<file path="src/rtl/product_bcd_converter_pkg.sv">
// Shared definitions for the product binary-to-BCD converter: FSM encoding and
// the double-dabble digit adjust constants.
package product_bcd_converter_pkg;

    typedef enum logic [1:0] {
        ST_IDLE  = 2'd0,
        ST_SHIFT = 2'd1,
        ST_DONE  = 2'd2
    } conv_state_e;

    localparam int BCD_W      = 4;
    localparam int ADJ_THRESH = 5;
    localparam int ADJ_OFFSET = 3;

endpackage

</file>
<file path="src/rtl/product_bcd_converter_bcd_digit_adjust.sv">
// Combinational double-dabble cell: a BCD digit of 5 or more gets 3 added so the
// following left shift carries correctly into the next decimal digit.
module bcd_digit_adjust
    import product_bcd_converter_pkg::*;
(
    input  logic [3:0] digit_i,
    output logic [3:0] digit_o
);

    assign digit_o = (digit_i >= 4'(ADJ_THRESH)) ? (digit_i + 4'(ADJ_OFFSET)) : digit_i;

endmodule

</file>
<file path="src/rtl/product_bcd_converter.sv">
// Sequential shift-add-3 binary-to-BCD converter for the multiplier product;
// one bit per clock, result published with a one-cycle done pulse.
module product_bcd_converter
    import product_bcd_converter_pkg::*;
#(
    parameter int IN_W   = 16,
    parameter int DIGITS = 5
) (
    input  logic                      clk,
    input  logic                      rst_n,
    input  logic                      start,
    input  logic [IN_W-1:0]           bin_in,
    output logic                      busy,
    output logic                      done,
    output logic [BCD_W*DIGITS-1:0]   bcd_out
);

    localparam int SR_W  = BCD_W * DIGITS;
    localparam int CNT_W = $clog2(IN_W + 1);

    conv_state_e        state_q, state_d;
    logic [CNT_W-1:0]   cnt_q, cnt_d;
    logic [IN_W-1:0]    bin_sr_q, bin_sr_d;
    logic [SR_W-1:0]    bcd_sr_q, bcd_sr_d;
    logic [SR_W-1:0]    bcd_out_q, bcd_out_d;
    logic               busy_q, busy_d;
    logic               done_q, done_d;

    logic [SR_W-1:0]    bcd_adj;
    logic               unused_adj_msb;

    for (genvar g = 0; g < DIGITS; g++) begin : g_adj
        bcd_digit_adjust u_adj (
            .digit_i (bcd_sr_q[g*BCD_W +: BCD_W]),
            .digit_o (bcd_adj[g*BCD_W +: BCD_W])
        );
    end

    // With enough digits the top adjusted bit is always zero and falls off the shift.
    assign unused_adj_msb = bcd_adj[SR_W-1];

    always_ff @(posedge clk or negedge rst_n) begin
        if (!rst_n) begin
            state_q   <= ST_IDLE;
            cnt_q     <= '0;
            bin_sr_q  <= '0;
            bcd_sr_q  <= '0;
            bcd_out_q <= '0;
            busy_q    <= 1'b0;
            done_q    <= 1'b0;
        end else begin
            state_q   <= state_d;
            cnt_q     <= cnt_d;
            bin_sr_q  <= bin_sr_d;
            bcd_sr_q  <= bcd_sr_d;
            bcd_out_q <= bcd_out_d;
            busy_q    <= busy_d;
            done_q    <= done_d;
        end
    end

    always_comb begin
        state_d   = state_q;
        cnt_d     = cnt_q;
        bin_sr_d  = bin_sr_q;
        bcd_sr_d  = bcd_sr_q;
        bcd_out_d = bcd_out_q;
        busy_d    = busy_q;
        done_d    = 1'b0;
        case (state_q)
            ST_IDLE: begin
                if (start) begin
                    bin_sr_d = bin_in;
                    bcd_sr_d = '0;
                    cnt_d    = CNT_W'(IN_W);
                    busy_d   = 1'b1;
                    state_d  = ST_SHIFT;
                end
            end
            ST_SHIFT: begin
                bcd_sr_d = {bcd_adj[SR_W-2:0], bin_sr_q[IN_W-1]};
                bin_sr_d = {bin_sr_q[IN_W-2:0], 1'b0};
                cnt_d    = cnt_q - CNT_W'(1);
                if (cnt_q == CNT_W'(1)) begin
                    state_d = ST_DONE;
                end
            end
            ST_DONE: begin
                bcd_out_d = bcd_sr_q;
                done_d    = 1'b1;
                busy_d    = 1'b0;
                state_d   = ST_IDLE;
            end
            default: begin
                state_d = ST_IDLE;
            end
        endcase
    end

    assign busy    = busy_q;
    assign done    = done_q;
    assign bcd_out = bcd_out_q;

endmodule

</file>
<file path="config.mk">
export PLATFORM = sky130hd
export DESIGN_NAME = product_bcd_converter
export DESIGN_NICKNAME = d
export VERILOG_FILES = /design/src/rtl/product_bcd_converter_pkg.sv /design/src/rtl/product_bcd_converter_bcd_digit_adjust.sv /design/src/rtl/product_bcd_converter.sv
export SDC_FILE = /design/constraint.sdc
export NUM_CORES = 1
export LEC_CHECK = 0
export ABC_AREA = 1
export CAP_MARGIN = 5
export CORE_MARGIN = 4
export CORE_UTILIZATION = 30
export CTS_CLUSTER_DIAMETER = 120
export CTS_CLUSTER_SIZE = 28
export DETAILED_ROUTE_END_ITERATION = 8
export SLEW_MARGIN = 10
export SYNTH_ARGS = -nofsm -noshare
export SYNTH_HDL_FRONTEND = slang
export SYNTH_SLANG_ARGS = --single-unit
</file>
<file path="constraint.sdc">
create_clock -name clk -period 1.3 [get_ports clk]
set_input_delay 0.26 -clock clk [delete_from_list [all_inputs] [get_ports clk]]
set_output_delay 0.26 -clock clk [all_outputs]
set_load 0.05 [all_outputs]
</file>
==> flow_metrics.env <==
export IMPL_cts_buffers=9
export IMPL_dieHeight_um=111
export IMPL_fp_row_count=37
export IMPL_power_density_mw_per_mm2=2370
export IMPL_antenna_found_initial=0
export IMPL_critPathKind="flip-flop to flip-flop"
export IMPL_cp_arrival_ps=1440
export IMPL_cts_tree="done"
export IMPL_holdCritPathClass="input port to async pin"
export IMPL_path_cells="buf_4, ha_1, nand2_2, nand4_1, nand3_1, nand2_1"
export IMPL_synth_area_leaders="dfrtp_1 51%, nand2_1 14%, nand3_1 6.9%"
export IMPL_grt_pass1_wl_mm=12.0
export IMPL_drv_cap=0
export IMPL_grt_pass1_vias=2660
export IMPL_yosysWarnings=0
export IMPL_fin_skew_ps=7.04
export IMPL_syn_area_mm2=0.00320
export IMPL_drt_pass1_iter_count=4
export IMPL_ir_drop_v=0.000750
export IMPL_vias_per_cell=4.61
export IMPL_core_mm2=0.0104
export IMPL_reg2reg_from="bcd_sr_q[16]"
export IMPL_clock_sinks=65
export IMPL_grt_use_total_pct=11.6
export IMPL_final_cell_area_mm2=0.00439
export IMPL_drive_above_1_share_pct=21.9
export IMPL_met2WireLength_mm=3.16
export IMPL_wl_met3_um=323
export IMPL_synthMuxAreaShare_pct=0
export IMPL_fin_crit_ps=1210
export IMPL_finalHoldViolCount=0
export IMPL_ios=41
export IMPL_synth_cell_types=23
export IMPL_layout_common_cells="115 x nand2_1, 65 x dfrtp_1, 38 x nand3_1, 32 x inv_1"
export IMPL_synthCells=370
export IMPL_clock_latency_ps=340
export IMPL_critPathCaptureType="flip-flop"
export IMPL_tns_ps=0
export IMPL_place_congestion=0.748
export IMPL_drt_first_iter_violations=116
export IMPL_fin_util_pct=42.3
export IMPL_seq_area_frac_synth_pct=50.9
export IMPL_leakagePower_nw=2.18
export IMPL_clk_pin_slew_ps=60
export IMPL_root_buffer="clkbuf_8"
export IMPL_placed_cells=557
export IMPL_final_instance_count_excl_fill=578
export IMPL_syn_mean_instance_area_um2=8.64
export IMPL_syn_to_final_growth_pct=37.3
export IMPL_diodes=0
export IMPL_power_mw=10.4
export IMPL_die_area_mm2=0.0124
export IMPL_worst_slew_pin_slew_ps=338
export IMPL_highest_layer="met4"
export IMPL_synthSimpleGateAreaFrac_pct=27.1
export IMPL_required_ps=1530
export IMPL_cts_htree_levels=3
export IMPL_portBuffers=40
export IMPL_drc=0
export IMPL_worst_slack_ps=93.7
export IMPL_status="completed"
export IMPL_max_freq_ghz=0.829
export IMPL_wl_met1_mm=3.01
export IMPL_synth_top_family_by_area="simple AND/OR/NAND/NOR gates"
export IMPL_synth_fa_ha_area_share_pct=4.70
export IMPL_path_buf_inv=1
export IMPL_max_slew_margin_rel_pct=77.5
export IMPL_startpoint="bcd_sr_q[16]"
export IMPL_gr_total_overflow=0
export IMPL_slew_violations=0
export IMPL_synth_compound_area_share_pct=9.28
export IMPL_cpLargestDelayFamily="flip-flops"
export IMPL_dp_hpwl_mm=4.81
export IMPL_setup_violations=0
export IMPL_synth_area_leader_cell="dfrtp_1"
export IMPL_place_area_mm2=0.00411
export IMPL_cts_buffer_depth=2
export IMPL_critPathSlowestCell="dfrtp_1"
export IMPL_final_nets=469
export IMPL_start_util_pct=30.8
export IMPL_syn_nets=401
export IMPL_final_common_cell="nand2_1"
export IMPL_ys_ff_latch=65
export IMPL_vias=2667
export IMPL_max_stage_delay_ps=410
export IMPL_post_drt_wl_per_cell_um=11.5
export IMPL_ant_nets=0
export IMPL_period_share_pct=92.8
export IMPL_startpoint_type="flip-flop"
export IMPL_place_ws_ps=-197
export IMPL_synth_top_area_share_pct=50.9
export IMPL_die_w_um=111
export IMPL_whs_ps=465
export IMPL_wirelength_mm=6.64
export IMPL_grt_max_degree=66
export IMPL_crit_fanout=3
export IMPL_synth_xor_area_share_pct=0
## layer usage
layer / up-vias / track usage (%)
met4: 0 / 4.79
li1: 1358 / -
met3: 12 / 3.38
met2: 50 / 18.7
met1: 1247 / 14.6
met5: - / 0
## tightest hold or removal path: stages
cell           delay [ps]
dlygate4sd3_1         510
buf_2                 120
buf_12                300
## path summary, 6_finish.rpt
path	endpoint	slack, ps	cells after the start
min in group clk	cnt_q[4]	470	1
hold / removal	bcd_out[5]	460	3
max in group asynchronous	bin_sr_q[15]	560	3
setup reg to reg	bcd_sr_q[18]	90	6
hold reg to reg	cnt_q[4]	460	1
setup / recovery	bcd_sr_q[18]	90	6
## what timing repair did
action	CTS	global route
endpoints found under the setup margin	0	16
endpoints found under the hold margin	65	0
resized for setup	0	13
buffers inserted	0	5
hold buffers	1	0
## cells in the mapped netlist, drive strengths merged
library cell / number
nor2: 5
o22ai: 2
inv: 38
o211ai: 1
nand3: 44
o21bai: 4
ha: 12
o21ai: 41
dfrtp: 65
buf: 12
nand4: 24
nand2: 120
clkbuf: 2
## registers in the layout (all words and copies together), names as in the netlist
signal	count
bcd_out	20
busy	1
cnt_q	5
bin_sr_q	16
state_q	2
done	1
bcd_sr_q	20
## cell families (layout without fill, tap and decap cells)
family,after synthesis,in the layout
simple gates,193,193
compound gates,48,48
flops,65,65
fa+ha+maj,12,12
buf+inv,52,124
## power breakdown
part / internal (mW) / switching, mW / total [mW]
sequential: 2.82 / 0.643 / 3.46
clock: 0.973 / 0.717 / 1.69
combinational: 2.30 / 2.95 / 5.25
total: 6.09 / 4.30 / 10.4
## area by class of cell
cell class / count / area, µm²
Timing Repair Buffer: 71 / 901
Tap cell: 136 / 170
Clock buffer: 12 / 155
Sequential cell: 65 / 1630
Inverter: 38 / 143
Clock inverter: 3 / 40.0
Fill cell: 1051 / 5980
Multi-Input combinational cell: 253 / 1350
Note: power is estimated with default switching activity, not from simulation.
